## config.mk

```make
export PLATFORM = sky130hd
export DESIGN_NAME = fpu_arbiter_flat
export DESIGN_NICKNAME = d
export VERILOG_FILES = /design/src/rtl/fpu_arbiter_if.sv /design/src/rtl/fpu_arbiter.sv /design/src/flat_wrapper.sv
export SDC_FILE = /design/constraint.sdc
export NUM_CORES = 1
export LEC_CHECK = 0
export BUFFER_PORTS_ARGS = -buffer_cell sky130_fd_sc_hd__buf_2
export CAP_MARGIN = 40
export CORE_MARGIN = 4
export CORE_UTILIZATION = 40
export DETAILED_ROUTE_END_ITERATION = 7
export PLACE_DENSITY = 0.77
export SYNTH_ARGS = -nofsm -noshare
export SYNTH_HDL_FRONTEND = slang
export SYNTH_SLANG_ARGS = --single-unit
```

## constraint.sdc

```tcl
create_clock -name clk -period 3.75 [get_ports clk]
set_clock_uncertainty 0.1 [all_clocks]
set_input_delay 0.9375 -clock clk [delete_from_list [all_inputs] [get_ports clk]]
set_output_delay 0.9375 -clock clk [all_outputs]
set_load 0.05 [all_outputs]
```

## src/rtl/fpu_arbiter_if.sv

```systemverilog
// fpu_arbiter_if: requester-side and FPUnit-side signals of fpu_arbiter
interface fpu_arbiter_if;
   logic        req0, req1, op0, op1;
   logic [31:0] a0, b0, a1, b1;
   logic        done0, done1, err, busy;
   logic [31:0] result;
   logic [31:0] fpu_a, fpu_b, fpu_s;
   logic        fpu_multiplicando, fpu_start, fpu_finish;
   modport slave (
      input  req0, req1, op0, op1, a0, b0, a1, b1, fpu_s, fpu_finish,
      output done0, done1, result, err, busy, fpu_a, fpu_b, fpu_multiplicando, fpu_start
   );
   modport master (
      output req0, req1, op0, op1, a0, b0, a1, b1, fpu_s, fpu_finish,
      input  done0, done1, result, err, busy, fpu_a, fpu_b, fpu_multiplicando, fpu_start
   );
endinterface

```

## src/rtl/fpu_arbiter.sv

```systemverilog
// fpu_arbiter: round-robin sharing of one FPUnit between two requesters; FPU_ARB_TIMEOUT_EN adds a WAIT timeout returning qNaN with err
module fpu_arbiter #(
   parameter int TIMEOUT = 1023
) (
   input  logic         clk,
   input  logic         reset,
   fpu_arbiter_if.slave bus
);
   typedef enum logic [1:0] {IDLE, ISSUE, WAIT, RESP} state_t;
   state_t      r_state, w_next;
   logic        r_ptr, r_win, r_mul, r_err;
   logic [31:0] r_a, r_b, r_result;
   logic        w_win, w_grant, w_cap, w_abort;
`ifdef FPU_ARB_TIMEOUT_EN
   localparam int CW = $clog2(TIMEOUT + 1);
   logic [CW-1:0] r_cnt;
   assign w_abort = (r_state == WAIT) && !bus.fpu_finish && (r_cnt == CW'(TIMEOUT - 1));
   // count WAIT cycles; any other state holds the counter at zero so it starts clean on entry
   always_ff @(posedge clk or posedge reset)
      if (reset) r_cnt <= '0;
      else r_cnt <= (r_state == WAIT) ? r_cnt + 1'b1 : '0;
`else
   logic w_unused_timeout;
   assign w_unused_timeout = ^TIMEOUT;
   assign w_abort = 1'b0;
`endif
   assign w_grant = (r_state == IDLE) && (bus.req0 || bus.req1);
   assign w_win   = (bus.req0 && bus.req1) ? r_ptr : bus.req1;
   assign w_cap   = (r_state == WAIT) && bus.fpu_finish;
   // state register
   always_ff @(posedge clk or posedge reset)
      if (reset) r_state <= IDLE;
      else r_state <= w_next;
   // next state: finish is only honoured in WAIT, so a stale level in ISSUE is ignored
   always_comb begin
      w_next = r_state;
      case (r_state)
         IDLE:    w_next = w_grant ? ISSUE : IDLE;
         ISSUE:   w_next = WAIT;
         WAIT:    w_next = (w_cap || w_abort) ? RESP : WAIT;
         default: w_next = IDLE;
      endcase
   end
   // latch winner operands at grant, capture result at finish/abort, advance pointer after service
   always_ff @(posedge clk or posedge reset)
      if (reset) begin
         r_ptr    <= 1'b0;
         r_win    <= 1'b0;
         r_mul    <= 1'b0;
         r_err    <= 1'b0;
         r_a      <= '0;
         r_b      <= '0;
         r_result <= '0;
      end else begin
         if (w_grant) begin
            r_win <= w_win;
            r_a   <= w_win ? bus.a1 : bus.a0;
            r_b   <= w_win ? bus.b1 : bus.b0;
            r_mul <= w_win ? bus.op1 : bus.op0;
         end
         if (w_cap) begin
            r_result <= bus.fpu_s;
            r_err    <= 1'b0;
         end else if (w_abort) begin
            r_result <= 32'h7FC00000;
            r_err    <= 1'b1;
         end
         if (r_state == RESP) r_ptr <= ~r_win;
      end
   assign bus.busy              = r_state != IDLE;
   assign bus.fpu_start         = (r_state == ISSUE) || (r_state == WAIT);
   assign bus.done0             = (r_state == RESP) && !r_win;
   assign bus.done1             = (r_state == RESP) && r_win;
   assign bus.result            = r_result;
   assign bus.err               = r_err;
   assign bus.fpu_a             = r_a;
   assign bus.fpu_b             = r_b;
   assign bus.fpu_multiplicando = r_mul;
endmodule

```

## src/flat_wrapper.sv

```systemverilog
// flat-port wrapper written by rule: the top's interface ports become plain ports
module fpu_arbiter_flat 
#(
   parameter int TIMEOUT = 1023
)
  (clk, reset, bus_req0, bus_req1, bus_op0, bus_op1, bus_a0, bus_b0, bus_a1, bus_b1, bus_fpu_s, bus_fpu_finish, bus_done0, bus_done1, bus_result, bus_err, bus_busy, bus_fpu_a, bus_fpu_b, bus_fpu_multiplicando, bus_fpu_start);
  fpu_arbiter_if bus_i ();
  input  logic clk;
  input  logic reset;
  input wire logic [$bits(bus_i.req0)-1:0] bus_req0;
  input wire logic [$bits(bus_i.req1)-1:0] bus_req1;
  input wire logic [$bits(bus_i.op0)-1:0] bus_op0;
  input wire logic [$bits(bus_i.op1)-1:0] bus_op1;
  input wire logic [$bits(bus_i.a0)-1:0] bus_a0;
  input wire logic [$bits(bus_i.b0)-1:0] bus_b0;
  input wire logic [$bits(bus_i.a1)-1:0] bus_a1;
  input wire logic [$bits(bus_i.b1)-1:0] bus_b1;
  input wire logic [$bits(bus_i.fpu_s)-1:0] bus_fpu_s;
  input wire logic [$bits(bus_i.fpu_finish)-1:0] bus_fpu_finish;
  output wire logic [$bits(bus_i.done0)-1:0] bus_done0;
  output wire logic [$bits(bus_i.done1)-1:0] bus_done1;
  output wire logic [$bits(bus_i.result)-1:0] bus_result;
  output wire logic [$bits(bus_i.err)-1:0] bus_err;
  output wire logic [$bits(bus_i.busy)-1:0] bus_busy;
  output wire logic [$bits(bus_i.fpu_a)-1:0] bus_fpu_a;
  output wire logic [$bits(bus_i.fpu_b)-1:0] bus_fpu_b;
  output wire logic [$bits(bus_i.fpu_multiplicando)-1:0] bus_fpu_multiplicando;
  output wire logic [$bits(bus_i.fpu_start)-1:0] bus_fpu_start;
  assign bus_i.req0 = bus_req0;
  assign bus_i.req1 = bus_req1;
  assign bus_i.op0 = bus_op0;
  assign bus_i.op1 = bus_op1;
  assign bus_i.a0 = bus_a0;
  assign bus_i.b0 = bus_b0;
  assign bus_i.a1 = bus_a1;
  assign bus_i.b1 = bus_b1;
  assign bus_i.fpu_s = bus_fpu_s;
  assign bus_i.fpu_finish = bus_fpu_finish;
  assign bus_done0 = bus_i.done0;
  assign bus_done1 = bus_i.done1;
  assign bus_result = bus_i.result;
  assign bus_err = bus_i.err;
  assign bus_busy = bus_i.busy;
  assign bus_fpu_a = bus_i.fpu_a;
  assign bus_fpu_b = bus_i.fpu_b;
  assign bus_fpu_multiplicando = bus_i.fpu_multiplicando;
  assign bus_fpu_start = bus_i.fpu_start;
  fpu_arbiter #(.TIMEOUT(TIMEOUT)) u_core (.clk(clk), .reset(reset), .bus(bus_i));
endmodule
```

==> results.md <==
- Number of global-route vias before repair: 4,579
- Final TNS setup: 0 ns
- Peak VDD IR: 0.823 mV
- First-pass GRT wire length: 22,500 µm
- Worst hold path type: flop to flop
- Die Wd: 115 µm
- Avg Inst Size Synth: 9.97 µm²
- GR Overflow Total: 0
- Multi-input logic area: 1800 µm²
- Critical Path Fanout Max: 4
- R2R setup slack: 1.67 ns
- Slew @ Worst Pin: 0.767 ns
- Clock sinks: 101
- Fin crit period: 2.46 ns
- Layout cells sized above 1: 0.467
- Nets: 872
- CTS Buf Count: 9
- Area Growth Syn to Fin: 37.9%
- Placer Congestion: 0.854
- CP Class: flop to output port
- Post-route cell area: 6340 µm²
- FP Rows: 38
- Number of I/O pins: 269
- Initial antenna violation count: 0
- DR DRC count: 0
- Outcome: finished clean
- Final hold viol count: 0
- Largest net degree at the start of global routing: 60
- Startpoint types: flop
- Via density: 5.45
- # Max-Cap Violations: 0
- Hold-fix buffers, CTS: 0
- RR Endpoint: u_core.bus.fpu_a[5]
- Crit path required time: 2.71 ns
- Post-synthesis net count: 632
- Count of cells resized by post-cts repair: 0
- Postcts setup bufs: 0
- Post-synth EDFFs: 0
- HPWL Detailed: 10,900 µm
- Post-synthesis cell count: 461
- Dpl cell area: 5990 µm²
- WP data arrival: 1.42 ns
- Total chip power: 7110 µW
- # diodes: 0
- Total global-route track usage: 0.212
- Htree depth: 3
- Critical Path Sink: bus_busy
- Synth Warn #: 0
- Leak: 0.00303 µW
- Netlist cell types: 22
- Clock slew at reported path FFs: 0.08 ns
- Top FF cell, synth: dfrtp_1
- Routed WL: 14,800 µm
- Wire length per cell: 17.5 µm
- Fillers: 988
- Total vias in the final route: 4,610
- Synthesized flop and latch total: 101
- Final Cycle Share: 0.656
- Pwr/cell area: 1120 nW/µm²
- Critical path origin: u_core.r_state[0]
- Crit. End Element: output port
- Fmax: 406 MHz
- Register area: 2530 µm²
- Synth Cell Area: 4600 µm²
- Clock insertion delay at the later pin of the skew report: 0.34 ns
- Placed insts: 830
- CTS tree: built
- R2r startpoint: u_core.r_state[0]
- Die area: 13,300 µm²
- Drt pass-1 iters: 6
- Cell depth of the worst flop-to-flop path: 6
- Part of the Yosys area used for sequential elements: 0.550
- Finished Layout Cells: 846
- Die Height: 115 µm
- Initial Util: 0.417
- Input/output buffers: 267
- Starting DRC count in detailed routing: 452
- Root Driver: clkbuf_16
- Core ar.: 11,000 µm²
- Final setup vio count: 0
- Post-route ant nets: 0
- Hold WS: 0.405 ns
- Max Slew Vio Count: 0
- Clock Path Buffers: 2
- RSZ-0062 raised after global routing: no
- Slew HR: 0.487
- Async S/R FF share, synth: 1.00
cell usage after synthesis, types with 4 or more instances:
library cell | n | area share
inv_1 | 5 | 0.0041
buf_4 | 4 | 0.0065
a31oi_1 | 65 | 0.088
nor2_1 | 67 | 0.055
dfrtp_1 | 101 | 0.55
buf_6 | 5 | 0.012
buf_2 | 31 | 0.034
mux2_2 | 32 | 0.078
ha_1 | 4 | 0.011
a21oi_1 | 66 | 0.072
clkbuf_1 | 7 | 0.0057
o21ai_0 | 30 | 0.033
o21ai_1 | 35 | 0.038
critical path, cell delays in order, from the launching register on:
cell	delay [ns]
dfrtp_1	0.38
inv_1	0.08
ha_1	0.28
inv_1	0.07
buf_2	0.26
cell families (layout without fill, tap and decap cells):
kind of cell,count (synthesis),after routing,synth area share
AOI/OAI and AO/OA,199,199,0.237
adders and majority gates,4,4,0.0109
buffers and inverters,52,297,0.0623
DFF,101,101,0.550
muxes,32,32,0.0784
other,1,1,0.000816
and+or+nand+nor,72,72,0.0612
flip-flops by register name (all words and copies together), names as in the netlist:
register	cells
u_core.bus.fpu_a	32
u_core.bus.result	32
u_core.r_ptr	1
u_core.bus.fpu_b	32
u_core.r_state	2
u_core.bus.fpu_multiplicando	1
u_core.r_win	1
stage by stage:
| step | utilization | worst slack, ns |
|---|---|---|
| 2_1_floorplan | - | 0.0654 |
| 3_3_place_gp | 0.539 | 1.21 |
| 3_5_place_dp | 0.543 | 1.17 |
| 4_1_cts | 0.575 | 1.25 |
| 5_1_grt | 0.575 | 1.23 |
| 6_report | 0.575 | 1.29 |
routing by layer:
layer  wire length, µm  track usage  up-vias
met4               357       0.0814        0
met1              5670        0.267     2196
li1                  -            -     2133
met2              7440        0.362      254
met3              1300       0.0411       27
met5                 0            0        -
layout make-up:
| cell class | instances | area share |
|---|---|---|
| tap | 140 | 0.0276 |
| clock buffer | 9 | 0.0355 |
| clock inverter | 7 | 0.0201 |
| sequential | 101 | 0.399 |
| multi-input combinational | 308 | 0.283 |
| timing repair buffer | 276 | 0.231 |
| inverter | 5 | 0.00336 |
report_power, final:
part	total, µW	switching, µW	internal [µW]
clock	1090	430	665
sequential	1950	302	1650
combinational	4060	3040	1030
placed cells by master (no fill, tap or decap):
cell type,instances
o21ai_4,1
mux2_2,32
buf_2,267
a21oi_1,66
nand2_1,1
inv_6,3
ha_1,4
nor2_1,67
buf_12,5
a31oi_1,65
and2_1,1
o21ai_1,35
conb_1,1
a32o_1,1
o21ai_0,30
nor2b_1,1
buf_4,4
dfrtp_1,101
inv_8,1
o21a_2,1
inv_2,1
nand2b_2,1
inv_4,1
inv_1,3
clkbuf_16,9
and2b_2,1
bufinv_16,3
worst min-delay path by stage:
stage                                startpoint                    end  slack (ns)  cells after the start
final                     u_core.bus.result[18]  u_core.bus.result[18]        0.40                      1
after global routing      u_core.bus.result[15]  u_core.bus.result[15]        0.43                      1
after CTS                 u_core.bus.result[18]  u_core.bus.result[18]        0.41                      1
after detailed placement  u_core.bus.result[18]  u_core.bus.result[18]        0.39                      1
after global placement    u_core.bus.result[14]  u_core.bus.result[14]        0.38                      1
after floorplan                    u_core.r_ptr           u_core.r_ptr        0.37                      2
Note: power is estimated with default switching activity, not from simulation.
